$ cat src/rtl/uart_rx_fifo_if.sv
// Host-side bundle of the UART receiver: serial line in, byte FIFO read port out.
// rd_en is a pop request; it is accepted only on a posedge where rx_empty is 0,
// and d_out then carries the popped byte from the following cycle onward.
interface uart_rx_fifo_if;
    logic       rx;
    logic       rd_en;
    logic       rx_empty;
    logic [7:0] d_out;

    modport master (output rx, output rd_en, input rx_empty, input d_out);
    modport slave  (input rx, input rd_en, output rx_empty, output d_out);
endinterface

$ cat src/rtl/uart_rx_fifo.sv
// 8N1 UART receiver feeding a byte FIFO. Define UART_RX_FRAMING_CHECK_EN to
// discard frames whose stop sample is 0; otherwise every completed frame is kept.
module uart_rx_fifo #(
    parameter int CLKS_PER_BIT = 16,
    parameter int FIFO_DEPTH   = 16
) (
    input  logic          clk,
    input  logic          reset,
    uart_rx_fifo_if.slave bus,
    output logic [2:0]    fsm_state
);
    localparam int TW = $clog2(CLKS_PER_BIT);
    localparam int AW = $clog2(FIFO_DEPTH);
    localparam int CW = AW + 1;
    localparam logic [TW-1:0] BIT_LAST  = TW'(CLKS_PER_BIT - 1);
    localparam logic [TW-1:0] HALF_LAST = TW'(CLKS_PER_BIT / 2 - 1);
    localparam logic [CW-1:0] FULL_CNT  = CW'(FIFO_DEPTH);

    // Encoding is visible on fsm_state: IDLE=0 START=1 DATA=2 STOP=3 PUSH=4.
    typedef enum logic [2:0] {
        IDLE  = 3'd0,
        START = 3'd1,
        DATA  = 3'd2,
        STOP  = 3'd3,
        PUSH  = 3'd4
    } state_t;

    state_t        state, state_next;
    logic          rx_meta, rx_s;
    logic [TW-1:0] timer;
    logic [2:0]    bit_cnt;
    logic [7:0]    shreg;
    logic          frame_ok;

    logic [7:0]    mem [FIFO_DEPTH];
    logic [AW-1:0] wr_ptr, rd_ptr;
    logic [CW-1:0] count, count_next;
    logic          pop, do_write;

    assign fsm_state = state;

    always_ff @(posedge clk or negedge reset) begin
        if (!reset) begin
            rx_meta <= 1'b1;
            rx_s    <= 1'b1;
        end else begin
            rx_meta <= bus.rx;
            rx_s    <= rx_meta;
        end
    end

    always_ff @(posedge clk or negedge reset) begin
        if (!reset) state <= IDLE;
        else        state <= state_next;
    end

    always_comb begin
        state_next = state;
        case (state)
            IDLE:  if (!rx_s) state_next = START;
            START: if (timer == HALF_LAST) state_next = rx_s ? IDLE : DATA;
            DATA:  if (timer == BIT_LAST && bit_cnt == 3'd7) state_next = STOP;
            STOP:  if (timer == BIT_LAST) state_next = PUSH;
            PUSH:  state_next = IDLE;
            default: state_next = IDLE;
        endcase
    end

    // Bit timer and shift register; the timer restarts at every sampling point.
    always_ff @(posedge clk or negedge reset) begin
        if (!reset) begin
            timer   <= '0;
            bit_cnt <= '0;
            shreg   <= '0;
        end else begin
            case (state)
                START, DATA, STOP: begin
                    if ((state == START && timer == HALF_LAST) ||
                        (state != START && timer == BIT_LAST)) timer <= '0;
                    else timer <= timer + 1'b1;
                    if (state == DATA && timer == BIT_LAST) begin
                        shreg   <= {rx_s, shreg[7:1]};
                        bit_cnt <= bit_cnt + 1'b1;
                    end
                end
                default: begin
                    timer   <= '0;
                    bit_cnt <= '0;
                end
            endcase
        end
    end

`ifdef UART_RX_FRAMING_CHECK_EN
    logic stop_bit;
    always_ff @(posedge clk or negedge reset) begin
        if (!reset)                                stop_bit <= 1'b1;
        else if (state == STOP && timer == BIT_LAST) stop_bit <= rx_s;
    end
    assign frame_ok = stop_bit;
`else
    assign frame_ok = 1'b1;
`endif

    // A full FIFO still accepts a push when a pop frees a slot on the same edge.
    assign pop      = bus.rd_en && !bus.rx_empty;
    assign do_write = (state == PUSH) && frame_ok && ((count != FULL_CNT) || pop);

    always_comb begin
        count_next = count;
        if (do_write && !pop)      count_next = count + 1'b1;
        else if (!do_write && pop) count_next = count - 1'b1;
    end

    always_ff @(posedge clk) begin
        if (do_write) mem[wr_ptr] <= shreg;
    end

    always_ff @(posedge clk or negedge reset) begin
        if (!reset) begin
            wr_ptr       <= '0;
            rd_ptr       <= '0;
            count        <= '0;
            bus.rx_empty <= 1'b1;
            bus.d_out    <= 8'h00;
        end else begin
            count        <= count_next;
            bus.rx_empty <= (count_next == '0);
            if (do_write) wr_ptr <= wr_ptr + 1'b1;
            if (pop) begin
                bus.d_out <= mem[rd_ptr];
                rd_ptr    <= rd_ptr + 1'b1;
            end
        end
    end
endmodule

$ cat src/flat_wrapper.sv
// flat-port wrapper written by rule: the top's interface ports become plain ports
module uart_rx_fifo_flat 
#(
    parameter int CLKS_PER_BIT = 16,
    parameter int FIFO_DEPTH   = 16
)
  (clk, reset, fsm_state, bus_rx, bus_rd_en, bus_rx_empty, bus_d_out);
  uart_rx_fifo_if bus_i ();
  input  logic clk;
  input  logic reset;
  output logic [2:0] fsm_state;
  input wire logic [$bits(bus_i.rx)-1:0] bus_rx;
  input wire logic [$bits(bus_i.rd_en)-1:0] bus_rd_en;
  output wire logic [$bits(bus_i.rx_empty)-1:0] bus_rx_empty;
  output wire logic [$bits(bus_i.d_out)-1:0] bus_d_out;
  assign bus_i.rx = bus_rx;
  assign bus_i.rd_en = bus_rd_en;
  assign bus_rx_empty = bus_i.rx_empty;
  assign bus_d_out = bus_i.d_out;
  uart_rx_fifo #(.CLKS_PER_BIT(CLKS_PER_BIT), .FIFO_DEPTH(FIFO_DEPTH)) u_core (.clk(clk), .reset(reset), .bus(bus_i), .fsm_state(fsm_state));
endmodule
$ cat config.mk
export PLATFORM = sky130hd
export DESIGN_NAME = uart_rx_fifo_flat
export DESIGN_NICKNAME = d
export VERILOG_FILES = /design/src/rtl/uart_rx_fifo_if.sv /design/src/rtl/uart_rx_fifo.sv /design/src/flat_wrapper.sv
export SDC_FILE = /design/constraint.sdc
export NUM_CORES = 1
export LEC_CHECK = 0
export CORE_MARGIN = 3
export CORE_UTILIZATION = 65
export CTS_CLUSTER_DIAMETER = 60
export CTS_CLUSTER_SIZE = 12
export DETAILED_ROUTE_END_ITERATION = 6
export GPL_ROUTABILITY_DRIVEN = 0
export PLACE_DENSITY = 0.83
export RECOVER_POWER = 100
export SLEW_MARGIN = 25
export SYNTH_ARGS = -nofsm -noshare
export SYNTH_HDL_FRONTEND = slang
export SYNTH_SLANG_ARGS = --single-unit
$ cat constraint.sdc
create_clock -name clk -period 3.6 [get_ports clk]
set_input_delay 0.72 -clock clk [delete_from_list [all_inputs] [get_ports clk]]
set_output_delay 0.72 -clock clk [all_outputs]
set_load 0.03 [all_outputs]
==> impl_metrics.json, run 1 <==
{
  "outcome": "finished with violations",
  "violations": "capacitance limit, slew limit",
  "ys.flop_type": "edfxtp_1",
  "max_cap_violations": 2,
  "place_inst": 529,
  "synthesis.area_um2": 6950,
  "vias": 3651,
  "synth-seq-cells": 170,
  "cp.arrival_ns": 3.29,
  "setup_ws_ns": 0.720,
  "timing.fmax_ghz": 0.347,
  "grt_max_degree": 43,
  "cp-start-kind": "flip-flop",
  "p_per_area_nw_per_um2": 699,
  "cts_setup_buffers": 0,
  "seq_area_frac_synth_pct": 70.5,
  "die_h_um": 109,
  "max-vdd-ir-drop_mv": 0.526,
  "end_kind": "flip-flop",
  "rr_worst_depth": 4,
  "die_area_um2": 12000,
  "setup_tns_ns": 0,
  "syn_inst": 391,
  "fp.dieW_um": 109,
  "worstSetupPathType": "flip-flop to flip-flop",
  "crit_path_top_delay_cell": "nor4b_1",
  "worst_pin_slew_ns": 2.30,
  "hold_end": "u_core.rx_s",
  "seqCellArea_um2": 4900,
  "nets": 426,
  "clk_pin_slew_ns": 0.06,
  "slew_headroom_pct": -53.2,
  "r2r-start": "u_core.timer[0]",
  "cts_sinks": 170,
  "most-common-layout-cells": "edfxtp_1, dfrtp_1, mux4_2, nor2_1",
  "max_stage_delay_ns": 1.61,
  "clk-insertion-delay-late_ns": 0.52,
  "final_common_cell": "edfxtp_1",
  "ant_nets": 0,
  "setup_viol": 0,
  "gr-total-overflow": 0,
  "multi_input_area_um2": 1900,
  "fin_area_um2": 7700,
  "track_usage_pct": 26.7,
  "rr_endpoint": "u_core.shreg[7]",
  "port_buffers": 15,
  "clock_skew_ns": 0.00600,
  "core_area_um2": 10400,
  "synth_cell_types": 47,
  "synth_nets": 405,
  "drt-vias-per-instance": 6.51,
  "grt_pass1_wl_mm": 22.1,
  "ctsResizeCount": 0,
  "place_hpwl_mm": 9.09,
  "clk_path_buf_depth": 2,
  "hp-class": "flip-flop to flip-flop",
  "initial_core_util_pct": 67.0,
  "ioPinCount": 16,
  "p_leak_nw": 2.67,
  "rsz0062_at_grt": "no",
  "required_ns": 4.01,
  "first_iter_violations": 352,
  "crit_path_cell_trace": "ha_1 > nand3_1 > nor4b_1 > mux2_2",
  "area_delta_synth_final_pct": 10.8,
  "finalHoldViolations": 0,
  "hold_depth": 0,
  "postCtsHoldBufs": 0,
  "antenna_found_initial": 0,
  "synth_edf_count": 128,
  "antennaDiodeCount": 0,
  "r2r_slack_ns": 0.72,
  "wire_per_inst_um": 26.2,
  "cts_tree": "yes",
  "placed_area_um2": 7200,
  "synth_warnings": 0,
  "numCtsBuffers": 17,
  "rows": 37,
  "finalCriticalPeriod_ns": 2.88,
  "async_flop_share_pct": 24.7,
  "final_cells": 561,
  "report.final.slew_viol_count": 55,
  "cts_root_buffer": "clkbuf_8",
  "cts.htree.levels": 4,
  "drc": 0,
  "synth_area_per_cell_um2": 17.8,
  "fin_crit_sh_pct": 80.0,
  "cp_max_fo": 11,
  "dp_slack_ns": 0.723,
  "totalWireLength_mm": 14.7,
  "drt_first_pass_iters": 5,
  "grt_pass1_vias": 3612,
  "min_from": "u_core.rx_meta",
  "drive_gt1_share_pct": 19.5,
  "num-fill-cells": 592
}
==> worst max path at each step <==
| stage | from | to | slack (ns) | cells after the start |
|---|---|---|---|---|
| global placement | bus_rd_en | u_core.mem[8][1] | 0.75 | 5 |
| global route | u_core.timer[0] | u_core.shreg[7] | 0.47 | 4 |
| floorplan | u_core.fsm_state[2] | u_core.mem[15][0] | 1.47 | 5 |
| detailed placement | bus_rd_en | u_core.mem[5][5] | 0.72 | 5 |
| CTS | u_core.fsm_state[0] | fsm_state[0] | 0.93 | 1 |
| finish | u_core.timer[0] | u_core.shreg[7] | 0.72 | 4 |
==> cells in the mapped netlist (2+ instances only) <==
cell / count / share of area, %
nand2b_1: 2 / 0.18
mux4_2: 30 / 9.7
o21ai_1: 7 / 0.50
dfstp_2: 3 / 1.1
xnor2_1: 9 / 1.1
a31oi_1: 2 / 0.18
o21ai_0: 4 / 0.29
nor2_1: 21 / 1.1
nand4_1: 3 / 0.27
edfxtp_1: 128 / 55
ha_1: 10 / 1.8
dfrtp_1: 39 / 14
nor3_1: 2 / 0.14
buf_2: 7 / 0.50
inv_1: 6 / 0.32
buf_1: 2 / 0.11
a22o_1: 3 / 0.38
mux2_2: 15 / 2.4
clkbuf_1: 3 / 0.16
and2_1: 17 / 1.5
a22oi_1: 7 / 0.76
a211oi_1: 2 / 0.22
nor3b_1: 3 / 0.32
nand3_1: 3 / 0.22
xor2_1: 2 / 0.25
mux2i_1: 13 / 1.9
buf_4: 3 / 0.32
buf_6: 2 / 0.32
a21oi_1: 8 / 0.58
nand2_1: 14 / 0.76
nor2b_1: 5 / 0.45
==> metrics by stage <==
step | util, % | total power [W] | hold WS (ns)
6_report | 74.2 | 0.00538 | 0.362
3_5_place_dp | 69.5 | 0.00380 | 0.350
3_3_place_gp | 69.5 | 0.00376 | 0.346
5_1_grt | 74.2 | 0.00561 | 0.368
4_1_cts | 74.7 | 0.00545 | 0.354
2_1_floorplan | - | 0.00345 | 0.345
==> final cells by class <==
cell class	instances	area share [%]
Sequential cell	170	63.6
Multi-Input combinational cell	198	24.6
Clock buffer	17	5.38
Tap cell	136	2.21
Timing Repair Buffer	19	2.18
Clock inverter	15	1.66
Inverter	6	0.293
==> flip-flops by register name, indices dropped and copies added, names as in the netlist <==
register / count
u_core.bit_cnt: 3
u_core.bus.d_out: 8
u_core.bus.rx_empty: 1
u_core.count: 5
u_core.fsm_state: 3
u_core.mem: 128
u_core.rd_ptr: 4
u_core.rx_meta: 1
u_core.rx_s: 1
u_core.shreg: 8
u_core.timer: 4
u_core.wr_ptr: 4
==> cells by family after synthesis <==
| family | Yosys count | share of synthesized area, % |
|---|---|---|
| flip-flops | 170 | 70.5 |
| AND/OR/NAND/NOR | 80 | 6.57 |
| adder cells (fa/ha/maj) | 10 | 1.80 |
| buffers and inverters | 23 | 1.75 |
| multiplexers | 58 | 14.0 |
| AO/OA/AOI/OAI | 38 | 3.75 |
| XOR/XNOR | 12 | 1.62 |
==> power by group <==
group / switching [W] / internal [W] / leakage, nW
logic: 0.000648 / 0.000571 / 0.747
registers: 0.000267 / 0.00225 / 1.66
clock network: 0.000732 / 0.000916 / 0.255
==> critical path: cells and delay by family, from the launching register on <==
kind / cells / cell delay, ns
simple gates: 2 / 1.74
flops: 1 / 0.37
fa+ha+maj: 1 / 0.21
mux: 1 / 0.45
==> layer usage <==
layer | GRT usage [%] | vias to the layer above | routed length (um)
met2 | 39.7 | 164 | 7140
met1 | 36.6 | 1894 | 5940
met4 | 11.5 | 0 | 469
met3 | 9.22 | 32 | 1140
li1 | - | 1561 | -
met5 | 0 | - | 0
Note: power is estimated with default switching activity, not from simulation.
==> run 2, diff against run 1 <==
Settings changed: CORE_UTILIZATION 65 to 61, PLACE_DENSITY 0.83 to 0.79.
Clock period 3.6 ns to 2.8 ns, I/O delays scaled along.
==> impl_metrics.json, run 2 (same netlist as run 1, synthesis figures left out) <==
{
  "port_buffers": 15,
  "ctsResizeCount": 0,
  "cp_top_family": "simple AND/OR/NAND/NOR gates",
  "slew_headroom_pct": -28.1,
  "first_iter_violations": 445,
  "rsz0062_at_grt": "no",
  "clock_skew_ns": 0.0103,
  "drt_first_pass_iters": 5,
  "grt_pass1_wl_mm": 21.5,
  "fin_crit_sh_pct": 90.6,
  "hp-class": "flip-flop to flip-flop",
  "core_area_um2": 11000,
  "drt-vias-per-instance": 6.17,
  "cts_tree": "yes",
  "die_area_um2": 12700,
  "track_usage_pct": 23.3,
  "crit_path_cell_trace": "inv_1 > ha_1 > nand4bb_1 > o21ai_1 > nor3_1 > and2_0",
  "violations": "capacitance limit, slew limit",
  "finalCriticalPeriod_ns": 2.54,
  "nets": 433,
  "drc": 0,
  "antennaDiodeCount": 0,
  "final_common_cell": "edfxtp_1",
  "grt_pass1_vias": 3632,
  "max-vdd-ir-drop_mv": 0.599,
  "ant_nets": 0,
  "outcome": "finished with violations",
  "num-fill-cells": 657,
  "drive_gt1_share_pct": 20.6,
  "cp-start-kind": "flip-flop",
  "totalWireLength_mm": 13.5,
  "postCtsHoldBufs": 0,
  "cts_setup_buffers": 0,
  "setup_viol": 0,
  "worstSetupPathType": "flip-flop to flip-flop",
  "setup_tns_ns": 0,
  "crit_path_top_delay_cell": "and2_0",
  "clk_path_buf_depth": 2,
  "cts_root_buffer": "clkbuf_16",
  "report.final.slew_viol_count": 34,
  "cts.htree.levels": 4,
  "p_per_area_nw_per_um2": 909,
  "top_register": "u_core.mem",
  "cp_max_fo": 8,
  "crit_buf_inv": 1,
  "p_leak_nw": 2.71,
  "die_h_um": 113,
  "required_ns": 2.85,
  "rows": 38,
  "end_kind": "flip-flop",
  "wire_per_inst_um": 23.6,
  "most-common-layout-cells": "edfxtp_1, dfrtp_1, mux4_2, nor2_1, clkbuf_16",
  "finalHoldViolations": 0,
  "reg_top3": "u_core.mem (128), u_core.bus.d_out (8), u_core.shreg (8)",
  "place_hpwl_mm": 8.84,
  "numCtsBuffers": 17,
  "antenna_found_initial": 0,
  "largest_register_ff_count": 128,
  "vias": 3532,
  "fin_hold_ws_ns": 0.357,
  "max_stage_delay_ns": 0.59,
  "fp.dieW_um": 113,
  "gr-total-overflow": 0,
  "max_cap_violations": 1,
  "timing.fmax_ghz": 0.394,
  "cts_sinks": 170,
  "worst_pin_slew_ns": 1.92,
  "clk_pin_slew_ns": 0.06,
  "cp.arrival_ns": 2.59,
  "area_delta_synth_final_pct": 12.4,
  "ioPinCount": 16,
  "clk-insertion-delay-late_ns": 0.42,
  "initial_core_util_pct": 63.3,
  "grt_max_degree": 34
}
run 2: final cells by class:
type	instances	area [um^2]	share of cell area, %
Sequential cell	170	4900	62.7
Clock buffer	19	433	5.54
Multi-Input combinational cell	198	1920	24.5
Clock inverter	13	144	1.84
Tap cell	140	175	2.24
Timing Repair Buffer	26	221	2.83
Inverter	6	22.5	0.288
run 2: final timing paths:
check	slack (ns)	end	startpoint	cells past startpoint
worst max-delay path	0.26	u_core.mem[0][2]	u_core.count[1]	6
worst min-delay path	0.36	u_core.rx_s	u_core.rx_meta	0
worst max register to register	0.26	u_core.mem[0][2]	u_core.count[1]	6
worst min register to register	0.36	u_core.rx_s	u_core.rx_meta	0
max in group asynchronous	0.87	u_core.rx_meta	reset	2
min in group asynchronous	0.67	u_core.bus.d_out[5]	reset	1
run 2: metrics by stage:
step	power (W)	cell area, um^2	util [%]	instances	worst slack [ns]
2_1_floorplan	0.00443	6950	-	391	0.668
3_3_place_gp	0.00490	7270	66.2	540	0.181
3_5_place_dp	0.00494	7270	66.2	540	0.183
4_1_cts	0.00721	7850	71.5	572	0.403
5_1_grt	0.00742	7810	71.1	572	0.0944
6_report	0.00710	7810	71.1	572	0.263
run 2: layer usage:
metal	wire length [um]	track usage [%]	up-vias
met2	6700	36.4	144
met3	789	5.99	21
li1	-	-	1578
met5	0	0	-
met4	244	7.85	0
met1	5780	32.8	1789
run 2: where the power goes:
group / switching [W] / internal (W) / leakage (nW)
logic: 0.000862 / 0.000773 / 0.783
registers: 0.000299 / 0.00289 / 1.66
clock network: 0.000953 / 0.00132 / 0.268
total: 0.00211 / 0.00499 / 2.71
